===== src/rtl/pwr_cntr_pkg.sv =====
// pwr_cntr_pkg: shared defaults and helpers for the transition-counter bank.
// Provides the default geometry, an address-width helper and the saturation value.
package pwr_cntr_pkg;

  localparam int DEF_NCH = 5;
  localparam int DEF_CW  = 32;

  // Smallest address width (at least 1) that can index n channels.
  function automatic int addr_bits(input int n);
    int b;
    b = 1;
    while ((1 << b) < n) b = b + 1;
    return b;
  endfunction

  localparam int DEF_AW = addr_bits(DEF_NCH);

  // All-ones value of width cw, returned right-aligned in 64 bits (cw <= 64).
  function automatic logic [63:0] sat_value(input int cw);
    logic [63:0] v;
    if (cw >= 64) v = '1;
    else          v = (64'd1 << cw) - 64'd1;
    return v;
  endfunction

endpackage


===== src/rtl/pwr_cntr_cell.sv =====
// pwr_cntr_cell: one monitored channel.
// Holds the edge register, the saturating toggle counter and the sticky overflow flag.
module pwr_cntr_cell
  import pwr_cntr_pkg::*;
#(
  parameter int CW = DEF_CW
) (
  input  logic          CLK,
  input  logic          RESET_L,
  input  logic          cnt_en,
  input  logic          sig,
  input  logic          clr,
  output logic [CW-1:0] cnt,
  output logic          ovf
);

  localparam logic [CW-1:0] SAT = CW'(sat_value(CW));

  logic sig_q;
  logic toggle;

  assign toggle = sig ^ sig_q;

  // Previous-cycle copy of the signal; tracks even while counting is disabled.
  always_ff @(posedge CLK or negedge RESET_L) begin
    if (!RESET_L) sig_q <= 1'b0;
    else          sig_q <= sig;
  end

  // Counter with clear priority, hold at all-ones and sticky overflow on a dropped toggle.
  always_ff @(posedge CLK or negedge RESET_L) begin
    if (!RESET_L) begin
      cnt <= '0;
      ovf <= 1'b0;
    end else if (clr) begin
      cnt <= '0;
      ovf <= 1'b0;
    end else if (cnt_en && toggle) begin
      if (cnt == SAT) ovf <= 1'b1;
      else            cnt <= cnt + CW'(1);
    end
  end

endmodule


===== src/rtl/pwr_cntr_bank.sv =====
// pwr_cntr_bank: bank of NCH saturating toggle counters with a registered read port.
// Optional macro PWR_CNTR_SNAPSHOT_EN adds a SNAP input and a shadow copy that reads return.
module pwr_cntr_bank
  import pwr_cntr_pkg::*;
#(
  parameter int NCH = DEF_NCH,
  parameter int CW  = DEF_CW,
  parameter int AW  = addr_bits(NCH)
) (
  input  logic           CLK,
  input  logic           RESET_L,
  input  logic           ENB,
  input  logic [NCH-1:0] SIG,
  input  logic           RD_EN,
  input  logic [AW-1:0]  RD_ADDR,
  output logic [CW-1:0]  RD_DATA,
  output logic           RD_VALID,
  output logic           RD_ERR,
  input  logic           CLR_EN,
  input  logic [AW-1:0]  CLR_ADDR,
  input  logic           CLR_ALL,
  output logic [NCH-1:0] OVF
`ifdef PWR_CNTR_SNAPSHOT_EN
  ,
  input  logic           SNAP
`endif
);

  logic [CW-1:0]  cnt [NCH];
  logic [NCH-1:0] clr;
  logic           primed;
  logic           cnt_en;
  logic [CW-1:0]  rd_mux;
  logic           rd_hit;

  assign cnt_en = ENB & primed;

  // Ignore the first cycle after reset so the zeroed edge registers cannot fake a toggle.
  always_ff @(posedge CLK or negedge RESET_L) begin
    if (!RESET_L) primed <= 1'b0;
    else          primed <= 1'b1;
  end

  for (genvar i = 0; i < NCH; i++) begin : g_ch
    assign clr[i] = CLR_ALL | (CLR_EN & (CLR_ADDR == AW'(i)));

    pwr_cntr_cell #(
      .CW(CW)
    ) u_cell (
      .CLK    (CLK),
      .RESET_L(RESET_L),
      .cnt_en (cnt_en),
      .sig    (SIG[i]),
      .clr    (clr[i]),
      .cnt    (cnt[i]),
      .ovf    (OVF[i])
    );
  end

`ifdef PWR_CNTR_SNAPSHOT_EN
  logic [CW-1:0] shadow [NCH];

  // Coherent copy of all live counters, taken from pre-edge values; clears leave it alone.
  always_ff @(posedge CLK or negedge RESET_L) begin
    if (!RESET_L) begin
      for (int i = 0; i < NCH; i++) shadow[i] <= '0;
    end else if (SNAP) begin
      for (int i = 0; i < NCH; i++) shadow[i] <= cnt[i];
    end
  end
`endif

  // Select the addressed channel; unmatched addresses yield zero and no hit.
  always_comb begin
    rd_mux = '0;
    rd_hit = 1'b0;
    for (int i = 0; i < NCH; i++) begin
      if (RD_ADDR == AW'(i)) begin
        rd_hit = 1'b1;
`ifdef PWR_CNTR_SNAPSHOT_EN
        rd_mux = shadow[i];
`else
        rd_mux = cnt[i];
`endif
      end
    end
  end

  // One-cycle read pipeline; data holds between reads, valid/err are single-cycle strobes.
  always_ff @(posedge CLK or negedge RESET_L) begin
    if (!RESET_L) begin
      RD_DATA  <= '0;
      RD_VALID <= 1'b0;
      RD_ERR   <= 1'b0;
    end else begin
      RD_VALID <= RD_EN;
      RD_ERR   <= RD_EN & ~rd_hit;
      if (RD_EN) RD_DATA <= rd_mux;
    end
  end

endmodule


===== config.mk =====
export PLATFORM = sky130hd
export DESIGN_NAME = pwr_cntr_bank
export DESIGN_NICKNAME = d
export VERILOG_FILES = /design/src/rtl/pwr_cntr_pkg.sv /design/src/rtl/pwr_cntr_cell.sv /design/src/rtl/pwr_cntr_bank.sv
export SDC_FILE = /design/constraint.sdc
export NUM_CORES = 1
export LEC_CHECK = 0
export ABC_CLOCK_PERIOD_IN_PS = 2300
export BUFFER_PORTS_ARGS = -buffer_cell sky130_fd_sc_hd__buf_4
export CAP_MARGIN = 20
export CORE_MARGIN = 5
export CORE_UTILIZATION = 50
export DETAILED_ROUTE_END_ITERATION = 10
export HOLD_SLACK_MARGIN = 0.03
export PLACE_DENSITY = 0.67
export SLEW_MARGIN = 25
export SYNTH_ARGS = -nofsm -noshare
export SYNTH_HDL_FRONTEND = slang
export SYNTH_SLANG_ARGS = --single-unit
export TNS_END_PERCENT = 30

===== constraint.sdc =====
create_clock -name CLK -period 2.3 [get_ports CLK]
set_input_delay 0.575 -clock CLK [delete_from_list [all_inputs] [get_ports CLK]]
set_output_delay 0.575 -clock CLK [all_outputs]
set_load 0.005 [all_outputs]

==> flow_summary.html, run 1 <==
<table>
<tr><th>Metric</th><th>Value</th></tr>
<tr><th colspan="2">Run status</th></tr>
<tr><td>Result of the run</td><td>complete, no violations</td></tr>
<tr><th colspan="2">Setup path</th></tr>
<tr><td>Required time of the critical path</td><td>2.70 ns</td></tr>
<tr><td>Number of cells traversed by the worst register-to-register path</td><td>8</td></tr>
<tr><td>Type of destination of the critical path</td><td>flip-flop</td></tr>
<tr><td>Cell with the biggest individual delay on the critical path</td><td>sky130_fd_sc_hd__or4_1</td></tr>
<tr><td>End of the worst register-to-register path</td><td>g_ch[1].u_cell.cnt[18]</td></tr>
<tr><td>Chain of cells forming the critical path</td><td>ha_1 -&gt; nand4_1 -&gt; nor3_1 -&gt; buf_4 -&gt; and3_1 -&gt; or4_1 -&gt; xor2_1 -&gt; nor2_1</td></tr>
<tr><td>Largest stage delay on the critical path</td><td>0.55 ns</td></tr>
<tr><td>Arrival time at the worst endpoint</td><td>2.54 ns</td></tr>
<tr><td>Maximum fanout count along the critical path</td><td>9</td></tr>
<tr><td>Element type at the critical path start</td><td>flip-flop</td></tr>
<tr><td>WS Path Type</td><td>reg2reg</td></tr>
<tr><td>Beginning of the worst register-to-register path</td><td>g_ch[1].u_cell.cnt[0]</td></tr>
<tr><td>Internal reg-to-reg setup slack</td><td>0.15 ns</td></tr>
<tr><th colspan="2">Route</th></tr>
<tr><td>Count of routing violations after the opening detailed-route iteration</td><td>779</td></tr>
<tr><td>Mean routed wirelength per cell</td><td>19.3 µm</td></tr>
<tr><td>Routed via count</td><td>9,737</td></tr>
<tr><td>Via density</td><td>6.02</td></tr>
<tr><td>Post-detailed-routing wire length</td><td>31,200 µm</td></tr>
<tr><td>Final antenna-violating net count</td><td>0</td></tr>
<tr><td>Total DRC errors in the routed layout</td><td>0</td></tr>
<tr><td>Number of search-and-repair iterations in the first detailed-routing pass</td><td>5</td></tr>
<tr><th colspan="2">Place</th></tr>
<tr><td>Final GP Congestion</td><td>0.894</td></tr>
<tr><td>Count of port buffers added during placement</td><td>55</td></tr>
<tr><td>Worst slack after detailed placement</td><td>-0.190 ns</td></tr>
<tr><td>HPWL after detailed placement</td><td>23,200 µm</td></tr>
<tr><th colspan="2">Logic synthesis</th></tr>
<tr><td>Count of flip-flops with a built-in enable after synthesis</td><td>0</td></tr>
<tr><td>Post-synthesis cell area</td><td>0.0114 mm²</td></tr>
<tr><td>Register area share after synthesis</td><td>0.450</td></tr>
<tr><td>Count of warnings emitted by yosys</td><td>0</td></tr>
<tr><td>Synthesized instance count</td><td>1,217</td></tr>
<tr><td>Most instantiated flip-flop cell in the synthesis netlist</td><td>sky130_fd_sc_hd__dfrtp_1</td></tr>
<tr><td>Syn_area_per_cell</td><td>9.36 µm²</td></tr>
<tr><td>Share of synthesized flip-flops with an asynchronous set or reset</td><td>1.00</td></tr>
<tr><td>Netlist cell types</td><td>60</td></tr>
<tr><td>Synth Net Count</td><td>1,239</td></tr>
<tr><td>#FFs+latches synth</td><td>205</td></tr>
<tr><th colspan="2">STA</th></tr>
<tr><td>Fin crit share</td><td>0.934</td></tr>
<tr><td>Final critical path time including I/O delays and setup</td><td>2.15 ns</td></tr>
<tr><td>Final setup vio count</td><td>0</td></tr>
<tr><td>Smallest setup slack after layout</td><td>0.153 ns</td></tr>
<tr><td>Worst Max-Slew Pin Slew</td><td>0.575 ns</td></tr>
<tr><td>Unrepaired setup endpoints after global routing</td><td>no</td></tr>
<tr><td>Achievable clock frequency</td><td>0.466 GHz</td></tr>
<tr><td>Fin. Hold Viols</td><td>0</td></tr>
<tr><td>Worst relative slew slack</td><td>0.617</td></tr>
<tr><td>Worst-case clock skew</td><td>0.0146 ns</td></tr>
<tr><td>Final slew viol count</td><td>0</td></tr>
<tr><td>Total negative slack for setup checks</td><td>0 ns</td></tr>
<tr><th colspan="2">Min path</th></tr>
<tr><td>Type of the tightest min-delay check</td><td>in2async</td></tr>
<tr><th colspan="2">Final layout</th></tr>
<tr><td>Diodes inserted</td><td>0</td></tr>
<tr><td>Final #Nets</td><td>1,341</td></tr>
<tr><td>Proportion of layout cells with a drive suffix above 1</td><td>0.149</td></tr>
<tr><td>Area occupied by multi-input gates</td><td>0.00595 mm²</td></tr>
<tr><td>Most common cell after layout, fill and taps aside</td><td>sky130_fd_sc_hd__dfrtp_1</td></tr>
<tr><td>FF/Latch Area</td><td>0.00513 mm²</td></tr>
<tr><td>Count of filler cells inserted in the layout</td><td>2,016</td></tr>
<tr><td>Most used cells in the layout excluding fill and tap cells</td><td>sky130_fd_sc_hd__dfrtp_1, sky130_fd_sc_hd__nor2_1, sky130_fd_sc_hd__buf_4</td></tr>
<tr><td>Synth-to-Final Area Change</td><td>17.2%</td></tr>
<tr><th colspan="2">GRT</th></tr>
<tr><td>First-pass GRT wire length</td><td>50,600 µm</td></tr>
<tr><td>Overflow after GRT</td><td>0</td></tr>
<tr><td>Antenna violations before repair</td><td>0</td></tr>
<tr><td>Number of global-route vias before repair</td><td>9,153</td></tr>
<tr><td>Overall global routing resource usage</td><td>0.240</td></tr>
<tr><td>Maximum number of pins on one net before global-route repair</td><td>61</td></tr>
<tr><th colspan="2">Pwr</th></tr>
<tr><td>Power Total</td><td>8.04 mW</td></tr>
<tr><td>Worst-case vdd ir drop</td><td>567 µV</td></tr>
<tr><td>Cell Pwr Density</td><td>602 mW/mm²</td></tr>
<tr><td>Static Leak</td><td>5.68 nW</td></tr>
<tr><th colspan="2">Floorplanning</th></tr>
<tr><td>Core Region</td><td>0.0226 mm²</td></tr>
<tr><td>Total Die Area</td><td>0.0259 mm²</td></tr>
<tr><td>Overall die width</td><td>161 µm</td></tr>
<tr><td>Std cell rows</td><td>55</td></tr>
<tr><td>Die Span Y</td><td>161 µm</td></tr>
<tr><td>Number of placed I/O pins</td><td>56</td></tr>
<tr><td>Starting density of the core</td><td>0.505</td></tr>
<tr><th colspan="2">CTS</th></tr>
<tr><td>Total CTS buffers</td><td>25</td></tr>
<tr><td>Post-cts hold buffer count</td><td>0</td></tr>
<tr><td>CTS tree</td><td>yes</td></tr>
<tr><td>Clock input transition at the sequential cells of the worst setup and hold paths</td><td>0.06 ns</td></tr>
<tr><td>Clock Root Buffer</td><td>sky130_fd_sc_hd__clkbuf_16</td></tr>
<tr><td>Worst-Skew Late Latency</td><td>0.53 ns</td></tr>
<tr><td>Longest Clk Path Bufs</td><td>3</td></tr>
<tr><td>Count of clock tree sinks</td><td>205</td></tr>
<tr><td>H-Tree Level Count</td><td>1</td></tr>
<tr><th colspan="2">Run</th></tr>
<tr><td># Max-Cap Violations</td><td>0</td></tr>
</table>
## cells in the mapped netlist, drive strengths merged (2+ instances only)
library cell / n / area share
a211oi: 3 / 0.0024
a21o: 2 / 0.0013
a21oi: 50 / 0.022
a221oi: 2 / 0.0026
a22oi: 31 / 0.020
a31oi: 9 / 0.0060
and2: 15 / 0.0082
and3: 33 / 0.018
and4: 18 / 0.014
buf: 23 / 0.011
clkbuf: 41 / 0.014
dfrtp: 205 / 0.45
ha: 5 / 0.0055
inv: 10 / 0.0033
mux2i: 35 / 0.031
nand2: 73 / 0.024
nand2b: 3 / 0.0016
nand3: 62 / 0.029
nand4: 69 / 0.041
nand4b: 6 / 0.0046
nand4bb: 3 / 0.0030
nor2: 201 / 0.066
nor2b: 6 / 0.0033
nor3: 42 / 0.020
nor3b: 3 / 0.0030
nor4: 11 / 0.0092
nor4b: 2 / 0.0015
o211a: 3 / 0.0026
o211ai: 10 / 0.0070
o21a: 35 / 0.023
o21ai: 15 / 0.0066
o221ai: 26 / 0.020
or3: 15 / 0.0087
or4: 3 / 0.0020
xnor2: 40 / 0.031
xor2: 98 / 0.075
## what timing repair did
item                       4_1_cts  5_1_grt
setup buffers                    0        2
setup endpoints to repair        0        2
resized for setup                0        0
## flip-flops by register name, summed over array words and instances (netlist names)
| signal | count |
|---|---|
| g_ch.u_cell.sig_q | 5 |
| RD_VALID | 1 |
| RD_DATA | 32 |
| g_ch.u_cell.cnt | 160 |
| primed | 1 |
| g_ch.u_cell.ovf | 5 |
| RD_ERR | 1 |
## worst max-delay path by stage
stage	startpoint	endpoint	slack, ns	cells past startpoint
6_report	g_ch[1].u_cell.cnt[0]	g_ch[1].u_cell.cnt[18]	0.15	8
5_1_grt	g_ch[1].u_cell.cnt[0]	g_ch[1].u_cell.cnt[18]	0.01	8
4_1_cts	g_ch[4].u_cell.sig_q	g_ch[4].u_cell.cnt[31]	0.16	6
3_3_place_gp	CLR_ADDR[1]	g_ch[4].u_cell.cnt[15]	-0.12	8
3_5_place_dp	CLR_ADDR[1]	g_ch[4].u_cell.cnt[31]	-0.19	8
2_1_floorplan	ENB	g_ch[0].u_cell.cnt[26]	0.28	7
## area by class of cell
cell class | count | share of cell area
clock buffer | 36 | 0.0522
clock inverter | 5 | 0.00403
inverter | 10 | 0.00281
multi-input combinational | 938 | 0.445
sequential | 205 | 0.384
tap | 285 | 0.0267
timing repair buffer | 139 | 0.0851
## critical path: cells and delay by family (launching register included)
family | cells | cell delay, ns
flip-flops | 1 | 0.41
XOR/XNOR | 1 | 0.15
AND/OR/NAND/NOR | 5 | 1.08
adder cells (fa/ha/maj) | 1 | 0.24
buffers and inverters | 1 | 0.15
## per-layer routing
metal,up-vias,global-route usage,part of all wire
met3,38,0.0332,0.061
met1,4795,0.372,0.47
met4,0,0.0489,0.017
li1,4591,-,-
met5,-,0,0
met2,313,0.364,0.45
## through the flow
stage | hold slack (ns) | util | cell area, µm² | cells
after detailed placement | 0.468 | 0.558 | 12600 | 1575
after global placement | 0.463 | 0.558 | 12600 | 1575
after global routing | 0.0997 | 0.592 | 13400 | 1618
final | 0.0626 | 0.592 | 13400 | 1618
after floorplan | 0.279 | - | 11400 | 1217
after CTS | 0.0737 | 0.591 | 13300 | 1616
## power breakdown
group          leakage [nW]  internal [mW]  switching [mW]  total [mW]
combinational          2.52          0.253           0.385       0.638
sequential             2.80           3.67          0.0485        3.72
clock                 0.369           2.19            1.49        3.68
total                  5.68           6.12            1.92        8.04
## kinds of logic after synthesis
| kind of cell | synth area share |
|---|---|
| AOI/OAI and AO/OA | 0.118 |
| xor gates and xnor gates | 0.106 |
| adders and majority gates | 0.00549 |
| buffers and inverters | 0.0279 |
| DFF | 0.450 |
| muxes | 0.0327 |
| other | 0.000329 |
| and+or+nand+nor | 0.259 |
Power figures use the tool's default switching activity.
==> run 2: changes to the inputs <==
Settings changed: ABC_CLOCK_PERIOD_IN_PS 2300 to 2040, CTS_BUF_LIST set to sky130_fd_sc_hd__clkbuf_4, RECOVER_POWER set to 100.
Clock period 2.3 ns to 2.04 ns, I/O delays scaled along.
==> run 2 against run 1 <==
Setup slack got worse by 0.093 ns; critical path depth decreased by 1; clock power decreased by 5.7%; combinational power increased by 20%; first-iteration DRC count decreased by 7.1%; clock skew increased by 0.024 ns; register-to-register slack got worse by 0.06 ns; via count increased by 5.4%; critical path type is now in2reg; critical endpoint is now RD_DATA[25].
==> flow_summary.html, run 2 (synthesized netlist as in run 1, its figures left out) <==
<table>
<tr><th>Metric</th><th>Value</th></tr>
<tr><th colspan="2">STA</th></tr>
<tr><td>Fin crit share</td><td>0.971</td></tr>
<tr><td>Worst relative slew slack</td><td>0.0571</td></tr>
<tr><td>Worst Max-Slew Pin Slew</td><td>1.41 ns</td></tr>
<tr><td>Final slew viol count</td><td>0</td></tr>
<tr><td>Final setup vio count</td><td>0</td></tr>
<tr><td>Worst-case clock skew</td><td>0.0387 ns</td></tr>
<tr><td>Final critical path time including I/O delays and setup</td><td>1.98 ns</td></tr>
<tr><td>Fin. Hold Viols</td><td>0</td></tr>
<tr><td>Unrepaired setup endpoints after global routing</td><td>yes</td></tr>
<tr><td>Post-Route Hold Slack</td><td>0.222 ns</td></tr>
<tr><td>Achievable clock frequency</td><td>0.505 GHz</td></tr>
<tr><th colspan="2">Final layout</th></tr>
<tr><td>Most common cell after layout, fill and taps aside</td><td>sky130_fd_sc_hd__dfrtp_1</td></tr>
<tr><td>Top Registers</td><td>g_ch.u_cell.cnt (160), RD_DATA (32)</td></tr>
<tr><td>Count of filler cells inserted in the layout</td><td>1,945</td></tr>
<tr><td>Register with the most flip-flops</td><td>g_ch.u_cell.cnt</td></tr>
<tr><td>Synth-to-Final Area Change</td><td>22.9%</td></tr>
<tr><td>Non-filler instance count after layout</td><td>1,749</td></tr>
<tr><td>Final #Nets</td><td>1,450</td></tr>
<tr><td>Most used cells in the layout excluding fill and tap cells</td><td>sky130_fd_sc_hd__dfrtp_1, sky130_fd_sc_hd__nor2_1, sky130_fd_sc_hd__buf_4</td></tr>
<tr><td>Proportion of layout cells with a drive suffix above 1</td><td>0.232</td></tr>
<tr><td>Number of flip-flops under the largest register name</td><td>160</td></tr>
<tr><th colspan="2">Floorplanning</th></tr>
<tr><td>Total Die Area</td><td>0.0259 mm²</td></tr>
<tr><td>Core Region</td><td>0.0226 mm²</td></tr>
<tr><td>Std cell rows</td><td>55</td></tr>
<tr><td>Overall die width</td><td>161 µm</td></tr>
<tr><td>Number of placed I/O pins</td><td>56</td></tr>
<tr><td>Die Span Y</td><td>161 µm</td></tr>
<tr><td>Starting density of the core</td><td>0.505</td></tr>
<tr><th colspan="2">Route</th></tr>
<tr><td>Total met3 wirelength after detailed routing</td><td>2170 µm</td></tr>
<tr><td>Final antenna-violating net count</td><td>0</td></tr>
<tr><td>Number of search-and-repair iterations in the first detailed-routing pass</td><td>5</td></tr>
<tr><td>WL met1</td><td>14,700 µm</td></tr>
<tr><td>Total DRC errors in the routed layout</td><td>0</td></tr>
<tr><td>Met2 WL post-DR</td><td>14,600 µm</td></tr>
<tr><td>Top layer reached by signal wires</td><td>met4</td></tr>
<tr><td>Routed via count</td><td>10,300</td></tr>
<tr><td>Via density</td><td>5.87</td></tr>
<tr><td>Post-detailed-routing wire length</td><td>32,300 µm</td></tr>
<tr><td>Count of routing violations after the opening detailed-route iteration</td><td>724</td></tr>
<tr><td>Mean routed wirelength per cell</td><td>18.5 µm</td></tr>
<tr><th colspan="2">CTS</th></tr>
<tr><td>CTS tree</td><td>yes</td></tr>
<tr><td>Clock Root Buffer</td><td>sky130_fd_sc_hd__clkbuf_4</td></tr>
<tr><td>Count of clock tree sinks</td><td>205</td></tr>
<tr><td>H-Tree Level Count</td><td>2</td></tr>
<tr><td>Total CTS buffers</td><td>55</td></tr>
<tr><td>Clock input transition at the sequential cells of the worst setup and hold paths</td><td>0.06 ns</td></tr>
<tr><td>Longest Clk Path Bufs</td><td>3</td></tr>
<tr><td>Worst-Skew Late Latency</td><td>0.67 ns</td></tr>
<tr><th colspan="2">Setup path</th></tr>
<tr><td>Type of destination of the critical path</td><td>flip-flop</td></tr>
<tr><td>Element type at the critical path start</td><td>primary input</td></tr>
<tr><td>Required time of the critical path</td><td>2.60 ns</td></tr>
<tr><td>Arrival time at the worst endpoint</td><td>2.54 ns</td></tr>
<tr><td>Maximum fanout count along the critical path</td><td>12</td></tr>
<tr><td>WS Path Type</td><td>in2reg</td></tr>
<tr><th colspan="2">GRT</th></tr>
<tr><td>Maximum number of pins on one net before global-route repair</td><td>51</td></tr>
<tr><td>Antenna violations before repair</td><td>1</td></tr>
<tr><td>Overflow after GRT</td><td>0</td></tr>
<tr><td>First-pass GRT wire length</td><td>52,500 µm</td></tr>
<tr><td>Overall global routing resource usage</td><td>0.249</td></tr>
<tr><td>Number of global-route vias before repair</td><td>9,838</td></tr>
<tr><th colspan="2">Pwr</th></tr>
<tr><td>Relative contribution of combinational cells to total power</td><td>0.091</td></tr>
<tr><td>Switching power summed over all nets</td><td>2.17 mW</td></tr>
<tr><td>Flop pwr share</td><td>0.497</td></tr>
<tr><td>Worst-case vdd ir drop</td><td>453 µV</td></tr>
<tr><td>Power Total</td><td>8.42 mW</td></tr>
<tr><td>Clock power share</td><td>0.412</td></tr>
<tr><td>Net Sw Frac</td><td>0.258</td></tr>
<tr><td>Static Leak</td><td>6.06 nW</td></tr>
<tr><td>Internal Dissipation</td><td>6.25 mW</td></tr>
<tr><td>Cell Pwr Density</td><td>601 mW/mm²</td></tr>
<tr><th colspan="2">Place</th></tr>
<tr><td>Placed Cells incl. Taps</td><td>1,646</td></tr>
<tr><td>Final GP Congestion</td><td>0.927</td></tr>
<tr><td>HPWL after detailed placement</td><td>24,000 µm</td></tr>
<tr><td>Count of port buffers added during placement</td><td>55</td></tr>
<tr><th colspan="2">Run status</th></tr>
<tr><td>Result of the run</td><td>complete, no violations</td></tr>
<tr><th colspan="2">Min path</th></tr>
<tr><td>Type of the tightest min-delay check</td><td>in2reg</td></tr>
<tr><th colspan="2">Run</th></tr>
<tr><td># Max-Cap Violations</td><td>0</td></tr>
</table>
==> run 2: cell types whose count changed in the layout (fill, tap and decap cells not counted), sizes merged <==
cell,change
buf,+23
bufinv,-1
clkbuf,+96
clkdlybuf4s25,+1
clkinv,+6
diode,+1
dlygate4sd3,+5
==> run 2: worst paths after layout <==
check	depth (start not counted)	endpoint	slack [ns]	start
worst max-delay path	7	RD_DATA[25]	0.06	RD_ADDR[0]
worst min register to register	1	RD_DATA[6]	0.48	RD_DATA[6]
max in group asynchronous	3	g_ch[1].u_cell.cnt[16]	0.29	RESET_L
worst max register to register	7	g_ch[4].u_cell.cnt[16]	0.09	g_ch[4].u_cell.cnt[1]
min in group asynchronous	2	RD_DATA[21]	0.74	RESET_L
worst min-delay path	1	g_ch[3].u_cell.sig_q	0.22	SIG[3]
==> run 2: per-stage QoR <==
step	area, µm²	TNS, ns	util	setup slack, ns
2_1_floorplan	11400	0	-	0.0871
5_1_grt	14000	-0.127	0.620	-0.0396
3_3_place_gp	13200	-6.10	0.583	-0.261
3_5_place_dp	13200	-9.48	0.583	-0.347
6_report	14000	0	0.620	0.0600
4_1_cts	13900	0	0.615	0.00734
==> run 2: cell type report <==
type,count,area [µm²],share of cell area
antenna,1,2.50,0.000179
clock buffer,82,616,0.0440
clock inverter,10,37.5,0.00268
inverter,10,37.5,0.00268
multi-input combinational,938,6130,0.438
sequential,205,5130,0.367
tap,285,357,0.0255
timing repair buffer,218,1690,0.121
==> run 2: what timing repair did <==
action | in CTS | in global routing
hold buffers | 6 | 0
endpoints found under the setup margin | 3 | 94
buffers inserted | 2 | 5
gates resized for setup | 1 | 45
endpoints found under the hold margin | 49 | 0
pin swaps | 1 | 15
==> run 2: metal layers <==
| metal | vias to the layer above | GRT usage |
|---|---|---|
| met1 | 5028 | 0.364 |
| li1 | 4840 | - |
| met3 | 59 | 0.0424 |
| met2 | 335 | 0.381 |
| met5 | - | 0 |
| met4 | 0 | 0.0748 |
==> run 2: power groups by stage <==
stage | registers [mW] | clock network (mW) | logic, mW
3_5_place_dp | 4.26 | 0 | 0.761
6_report | 4.19 | 3.47 | 0.763
4_1_cts | 4.19 | 3.58 | 0.774
2_1_floorplan | 4.26 | 0 | 0.324
5_1_grt | 4.19 | 3.80 | 0.836
3_3_place_gp | 4.26 | 0 | 0.748
==> run 2: critical path, stage by stage <==
cell,delay (ns)
sky130_fd_sc_hd__clkbuf_1,0.72
sky130_fd_sc_hd__clkbuf_2,0.45
sky130_fd_sc_hd__mux2i_1,0.26
sky130_fd_sc_hd__nor2_1,0.06
sky130_fd_sc_hd__a21oi_1,0.22
sky130_fd_sc_hd__o221ai_1,0.17
sky130_fd_sc_hd__o21a_1,0.13
